File: src/rtl/gray_pkg.sv
// Shared types and helpers for the Gray counter and its downstream step monitor.
package gray_pkg;

   // Monitor FSM: PRIME waits for the synchroniser to fill, TRACK follows legal steps,
   // FAULT is entered after an illegal transition and left on an error clear.
   typedef enum logic [1:0] {
      PRIME = 2'd0,
      TRACK = 2'd1,
      FAULT = 2'd2
   } mon_state_t;

   // Number of flops each asynchronous Gray bit passes through before it is used.
   localparam int MON_SYNC_STAGES = 2;

   // Widest Gray word the shared helpers handle; narrower words are zero-extended.
   localparam int GRAY_MAX_W = 16;

   // Gray to binary: b[MSB] = g[MSB], b[i] = b[i+1] ^ g[i].
   // Zero-extended upper bits decode to zero, so narrow words decode correctly.
   function automatic logic [GRAY_MAX_W-1:0] gray2bin(input logic [GRAY_MAX_W-1:0] g);
      logic [GRAY_MAX_W-1:0] b;
      b = {GRAY_MAX_W{1'b0}};
      b[GRAY_MAX_W-1] = g[GRAY_MAX_W-1];
      for (int i = GRAY_MAX_W - 2; i >= 0; i--) begin
         b[i] = b[i+1] ^ g[i];
      end
      return b;
   endfunction

   // Binary to Gray encode used by the counter that feeds the monitor.
   function automatic logic [GRAY_MAX_W-1:0] bin2gray(input logic [GRAY_MAX_W-1:0] b);
      return b ^ (b >> 1);
   endfunction

endpackage

File: src/rtl/sync_2ff.sv
// Per-bit two-flop synchroniser with synchronous active-high reset.
// Only safe for multi-bit buses whose traffic changes one bit at a time (e.g. Gray code).
module sync_2ff #(
   parameter int WIDTH = 1
) (
   input  logic             i_clk,
   input  logic             i_rst,
   input  logic [WIDTH-1:0] i_d,
   output logic [WIDTH-1:0] o_q
);

   logic [WIDTH-1:0] s1_d;
   logic [WIDTH-1:0] s1_q;
   logic [WIDTH-1:0] s2_d;
   logic [WIDTH-1:0] s2_q;

   // Next-state for both synchroniser stages.
   always_comb begin
      s1_d = i_d;
      s2_d = s1_q;
   end

   // Synchroniser stage registers.
   always_ff @(posedge i_clk) begin
      if (i_rst) begin
         s1_q <= {WIDTH{1'b0}};
         s2_q <= {WIDTH{1'b0}};
      end else begin
         s1_q <= s1_d;
         s2_q <= s2_d;
      end
   end

   assign o_q = s2_q;

endmodule

File: src/rtl/gray_step_monitor.sv
// Resynchronises a Gray word into i_clk, decodes it, and classifies every change as a
// legal up step, a legal down step, or an illegal transition. Keeps saturating step and
// error counters plus a sticky fault flag for board status.
module gray_step_monitor #(
   parameter int WIDTH     = 4,
   parameter int CNT_WIDTH = 16
) (
   input  logic                 i_clk,
   input  logic                 i_rst,
   input  logic [WIDTH-1:0]     i_gray,
   input  logic                 i_clr_err,
   output logic [WIDTH-1:0]     o_bin,
   output logic                 o_valid,
   output logic                 o_dir,
   output logic                 o_err,
   output logic [CNT_WIDTH-1:0] o_step_cnt,
   output logic [CNT_WIDTH-1:0] o_err_cnt
);

   import gray_pkg::*;

   localparam logic [WIDTH-1:0]     BIN_ONE   = WIDTH'(1'b1);
   localparam logic [WIDTH-1:0]     BIN_ALL   = {WIDTH{1'b1}};
   localparam logic [WIDTH-1:0]     BIN_ZERO  = {WIDTH{1'b0}};
   localparam logic [CNT_WIDTH-1:0] CNT_ONE   = CNT_WIDTH'(1'b1);
   localparam logic [CNT_WIDTH-1:0] CNT_MAX   = {CNT_WIDTH{1'b1}};
   localparam logic [CNT_WIDTH-1:0] CNT_ZERO  = {CNT_WIDTH{1'b0}};
   // PRIME holds until the synchroniser carries a real post-reset sample, so the first
   // word after reset is loaded as the reference instead of being compared to zero.
   localparam logic [1:0]           FILL_DONE = 2'(MON_SYNC_STAGES);

   // Saturating increment: counters stick at all-ones rather than wrapping.
   function automatic logic [CNT_WIDTH-1:0] sat_inc(input logic [CNT_WIDTH-1:0] c);
      logic [CNT_WIDTH-1:0] r;
      if (c == CNT_MAX) begin
         r = c;
      end else begin
         r = c + CNT_ONE;
      end
      return r;
   endfunction

   // Synchronised Gray word and its decode/classification.
   logic [WIDTH-1:0]      sync_s;
   logic [GRAY_MAX_W-1:0] dec_full_s;
   logic [WIDTH-1:0]      cur_bin_s;
   logic [WIDTH-1:0]      diff_s;
   logic                  changed_s;
   logic                  step_up_s;
   logic                  step_dn_s;
   logic                  illegal_s;
   logic [CNT_WIDTH-1:0]  err_base_s;

   // Registered state.
   mon_state_t            state_d,    state_q;
   logic [1:0]            fill_d,     fill_q;
   logic [WIDTH-1:0]      prev_d,     prev_q;
   logic [WIDTH-1:0]      bin_d,      bin_q;
   logic                  valid_d,    valid_q;
   logic                  dir_d,      dir_q;
   logic                  err_d,      err_q;
   logic [CNT_WIDTH-1:0]  step_cnt_d, step_cnt_q;
   logic [CNT_WIDTH-1:0]  err_cnt_d,  err_cnt_q;

   sync_2ff #(
      .WIDTH (WIDTH)
   ) u_sync (
      .i_clk (i_clk),
      .i_rst (i_rst),
      .i_d   (i_gray),
      .o_q   (sync_s)
   );

   // The shared decoder works on the widest supported word; the padding decodes to zero.
   generate
      if (WIDTH < GRAY_MAX_W) begin : g_dec_pad
         logic dec_pad_unused_s;
         assign dec_pad_unused_s = |dec_full_s[GRAY_MAX_W-1:WIDTH];
      end
   endgenerate

   // Decode the synchronised word and classify it against the last accepted value.
   // bin_q always equals the decode of prev_q once PRIME has completed.
   always_comb begin
      dec_full_s = gray2bin(GRAY_MAX_W'(sync_s));
      cur_bin_s  = dec_full_s[WIDTH-1:0];
      diff_s     = cur_bin_s - bin_q;
      changed_s  = (sync_s != prev_q);
      step_up_s  = changed_s && (diff_s == BIN_ONE);
      step_dn_s  = changed_s && (diff_s == BIN_ALL);
      illegal_s  = changed_s && !step_up_s && !step_dn_s;
   end

   // FSM next state, output and counter updates.
   always_comb begin
      state_d    = state_q;
      fill_d     = fill_q;
      prev_d     = prev_q;
      bin_d      = bin_q;
      valid_d    = 1'b0;
      dir_d      = dir_q;
      err_d      = err_q;
      step_cnt_d = step_cnt_q;
      err_cnt_d  = err_cnt_q;
      err_base_s = err_cnt_q;

      case (state_q)
         PRIME: begin
            if (fill_q == FILL_DONE) begin
               prev_d  = sync_s;
               bin_d   = cur_bin_s;
               state_d = TRACK;
            end else begin
               fill_d = fill_q + 2'd1;
            end
         end

         TRACK, FAULT: begin
            // A clear zeroes the error count first; an illegal step in the same cycle
            // then counts on top of that, so the error always wins.
            if (i_clr_err) begin
               err_base_s = CNT_ZERO;
            end else begin
               err_base_s = err_cnt_q;
            end
            err_cnt_d = err_base_s;

            if ((state_q == FAULT) && i_clr_err) begin
               err_d   = 1'b0;
               state_d = TRACK;
            end else begin
               err_d   = err_q;
            end

            if (changed_s) begin
               prev_d = sync_s;
               bin_d  = cur_bin_s;
               if (illegal_s) begin
                  err_d     = 1'b1;
                  err_cnt_d = sat_inc(err_base_s);
                  state_d   = FAULT;
               end else begin
                  valid_d    = 1'b1;
                  dir_d      = step_up_s;
                  step_cnt_d = sat_inc(step_cnt_q);
               end
            end else begin
               prev_d = prev_q;
            end
         end

         default: begin
            state_d = PRIME;
            fill_d  = 2'd0;
         end
      endcase
   end

   // State, output and counter registers with synchronous reset.
   always_ff @(posedge i_clk) begin
      if (i_rst) begin
         state_q    <= PRIME;
         fill_q     <= 2'd0;
         prev_q     <= BIN_ZERO;
         bin_q      <= BIN_ZERO;
         valid_q    <= 1'b0;
         dir_q      <= 1'b0;
         err_q      <= 1'b0;
         step_cnt_q <= CNT_ZERO;
         err_cnt_q  <= CNT_ZERO;
      end else begin
         state_q    <= state_d;
         fill_q     <= fill_d;
         prev_q     <= prev_d;
         bin_q      <= bin_d;
         valid_q    <= valid_d;
         dir_q      <= dir_d;
         err_q      <= err_d;
         step_cnt_q <= step_cnt_d;
         err_cnt_q  <= err_cnt_d;
      end
   end

   assign o_bin      = bin_q;
   assign o_valid    = valid_q;
   assign o_dir      = dir_q;
   assign o_err      = err_q;
   assign o_step_cnt = step_cnt_q;
   assign o_err_cnt  = err_cnt_q;

endmodule

File: config.mk
export PLATFORM = sky130hd
export DESIGN_NAME = gray_step_monitor
export DESIGN_NICKNAME = d
export VERILOG_FILES = /design/src/rtl/gray_pkg.sv /design/src/rtl/sync_2ff.sv /design/src/rtl/gray_step_monitor.sv
export SDC_FILE = /design/constraint.sdc
export NUM_CORES = 1
export LEC_CHECK = 0
export ABC_AREA = 1
export CORE_MARGIN = 2
export CORE_UTILIZATION = 35
export CTS_BUF_LIST = sky130_fd_sc_hd__clkbuf_16
export DETAILED_ROUTE_END_ITERATION = 8
export GPL_TIMING_DRIVEN = 0
export SLEW_MARGIN = 15
export SYNTH_ARGS = -nofsm -noshare
export SYNTH_HDL_FRONTEND = slang
export SYNTH_HIERARCHICAL = 1
export SYNTH_SLANG_ARGS = --single-unit
File: constraint.sdc
create_clock -name i_clk -period 8.65 [get_ports i_clk]
set_input_delay 1.73 -clock i_clk [delete_from_list [all_inputs] [get_ports i_clk]]
set_output_delay 1.73 -clock i_clk [all_outputs]
set_load 0.01 [all_outputs]
==> impl_metrics.json <==
{
  "regToRegStartpoint": "u_sync/o_q[3]",
  "diodes": 0,
  "fin_area_mm2": 0.00436,
  "antenna_found_initial": 0,
  "dp_hpwl_mm": 6.85,
  "die_h_um": 105,
  "fin_crit_sh_pct": 46.2,
  "die_area_mm2": 0.0110,
  "synth-edff-count": 0,
  "cts_setup_buffers": 0,
  "postSynthAreaPerCell_um2": 6.49,
  "required_ps": 8870,
  "row_count": 36,
  "fin_worst_skew_ps": 5.95,
  "grt_pass1_vias": 3422,
  "tightest_slew_ps": 587,
  "status": "complete, no violations",
  "drive_gt1_share_pct": 8.62,
  "avgRoutedWirePerCell_um": 12.4,
  "seq_area_frac_synth_pct": 30.2,
  "cts_tree": "built",
  "yosysMostFrequentCell": "nand2_1",
  "worstSetupPathType": "in2reg",
  "fin_setup_tns_ps": 0,
  "dr.pass1.iters": 4,
  "pin_count": 46,
  "synthArstFlopShare_pct": 0,
  "synth_top_area_share_pct": 30.2,
  "holdBufCountCts": 0,
  "grt_use_total_pct": 17.4,
  "stdcell_count": 736,
  "p_leak_uw": 0.00184,
  "synth_common_cells": "nand2_1, inv_1, dfxtp_1",
  "yosys_warnings": 6,
  "drv_cap": 0,
  "synth.distinct_cells": 34,
  "root_buffer": "clkbuf_16",
  "synthCells": 551,
  "die_w_um": 105,
  "cts.sinks": 54,
  "hold_class": "reg2reg",
  "yosysTopAreaCell": "dfxtp_1",
  "max_slew_margin_pct": 60.9,
  "final_util_pct": 44.2,
  "clockBufferDepth": 2,
  "portBuffers": 44,
  "dpl_cell_area_mm2": 0.00419,
  "place.gp.congestion": 0.930,
  "grt_overflow": 0,
  "reg2reg_slack_ps": 5630,
  "worst-path-max-fanout": 10,
  "critPathLaunch": "i_clr_err",
  "grt_max_degree": 19,
  "power_density_mw_per_mm2": 253,
  "arrival_ps": 4220,
  "setup_viol": 0,
  "hp-start": "u_sync/s1_q[3]",
  "start_kind": "primary input",
  "dp_cells": 728,
  "syn2layout_area_growth_pct": 21.8,
  "maxSlewViolCount": 0,
  "drt_iter0_drc": 129,
  "antenna_left": 0,
  "layout.nets": 619,
  "clk_latency_ps": 300,
  "period_needed_ps": 4000,
  "hold_violations": 0,
  "clk_pin_slew_worst_paths_ps": 70,
  "worst_setup_path_end_kind": "flop",
  "h-tree-depth": 2,
  "yosys-top-cells-area": "dfxtp_1, nand2_1, inv_1, a21oi_1, nand3_1",
  "core_mm2": 0.00986,
  "drt_wl_total_mm": 9.14,
  "cts_resized": 0,
  "drc": 0,
  "rsz0062_at_grt": "false",
  "cts_buffers": 5,
  "ys_ff_latch": 54,
  "initial_core_util_pct": 36.3,
  "ir_drop_mv": 0.143,
  "vias_per_cell": 4.84,
  "vias": 3561,
  "grt_pass1_wl_mm": 15.9,
  "synth_flop_cell": "dfxtp_1",
  "synth_area_mm2": 0.00358,
  "syn_nets": 568,
  "fmax_ghz": 0.250
}
## flip-flops by register name (all words and copies together), names as in the netlist
register / count
o_dir: 1
fill_q: 2
prev_q: 4
o_bin: 3
state_q: 2
u_sync/s1_q: 4
o_err: 1
o_err_cnt: 16
u_sync/o_q: 4
o_valid: 1
o_step_cnt: 16
## layout make-up
type	instances	area, um2
buffer	22	149
clock buffer	5	125
clock inverter	3	47.5
fill	1025	5510
inverter	71	267
multi-input combinational	404	2080
sequential	54	1080
tap	133	166
timing repair buffer	44	440
## cells in the final DEF (no fill, tap or decap), types with 2 or more instances in the layout
| cell | Yosys | layout |
|---|---|---|
| clkbuf_1 | 5 | 5 |
| xnor2_1 | 8 | 8 |
| a21oi_1 | 44 | 44 |
| ha_1 | 9 | 9 |
| buf_6 | 6 | 6 |
| nand2_2 | 5 | 5 |
| nor2_4 | 4 | 4 |
| nand4_1 | 23 | 23 |
| dfxtp_1 | 54 | 54 |
| o21ai_0 | 11 | 11 |
| xor2_2 | 2 | 2 |
| nand2_1 | 170 | 170 |
| nor2_1 | 53 | 53 |
| nand3_4 | 3 | 3 |
| buf_4 | 4 | 4 |
| clkbuf_16 | 0 | 5 |
| buf_2 | 5 | 5 |
| clkdlybuf4s50_1 | 0 | 44 |
| nand3_1 | 44 | 44 |
| xor2_1 | 10 | 10 |
| inv_1 | 65 | 65 |
| nor3_1 | 4 | 4 |
| nand3_2 | 4 | 4 |
| buf_1 | 2 | 2 |
| inv_2 | 5 | 5 |
## kinds of logic after synthesis
group,share of synthesized area [%]
AOI/OAI and AO/OA,8.04
xor gates and xnor gates,5.31
adders and majority gates,3.71
buffers and inverters,11.6
DFF,30.2
and+or+nand+nor,41.1
## power breakdown
part	switching [uW]	leakage, uW	total, uW	internal [uW]
registers	22.3	0.000439	304	281
logic	367	0.00131	562	195
clock network	99.0	0.0000844	237	138
## worst max-delay path, cell delays in order
cell,delay (ps)
clkdlybuf4s50_1,510
clkbuf_1,260
nor2_1,250
ha_1,270
nand2_1,90
nor2_1,160
nand2_1,140
nor2_2,160
nand2_2,130
buf_6,170
nand3_1,80
nand2_1,50
nand2_1,60
nand2_1,50
a21oi_1,120
## per-stage QoR
stage / hold WS, ps / setup WS [ps] / total power, uW
after floorplan: 388 / 5320 / 717
after CTS: 408 / 4670 / 1120
after detailed placement: 395 / 4370 / 879
after global placement: 390 / 4400 / 867
after global routing: 414 / 4420 / 1190
final: 405 / 4650 / 1100
## metal layers
metal	share of wire, %	global-route usage, %	vias up
li1	-	-	1848
met1	46	22.4	1609
met2	47	29.4	93
met3	5.5	3.56	11
met4	1.2	4.86	0
met5	0	0	-
## final timing paths
check | to | cells past startpoint
hold / removal | u_sync/o_q[3] | 2
setup reg to reg | o_err_cnt[12] | 16
hold reg to reg | u_sync/o_q[3] | 2
setup / recovery | o_err_cnt[15] | 15
No activity file was read; power rests on OpenSTA's default activity.
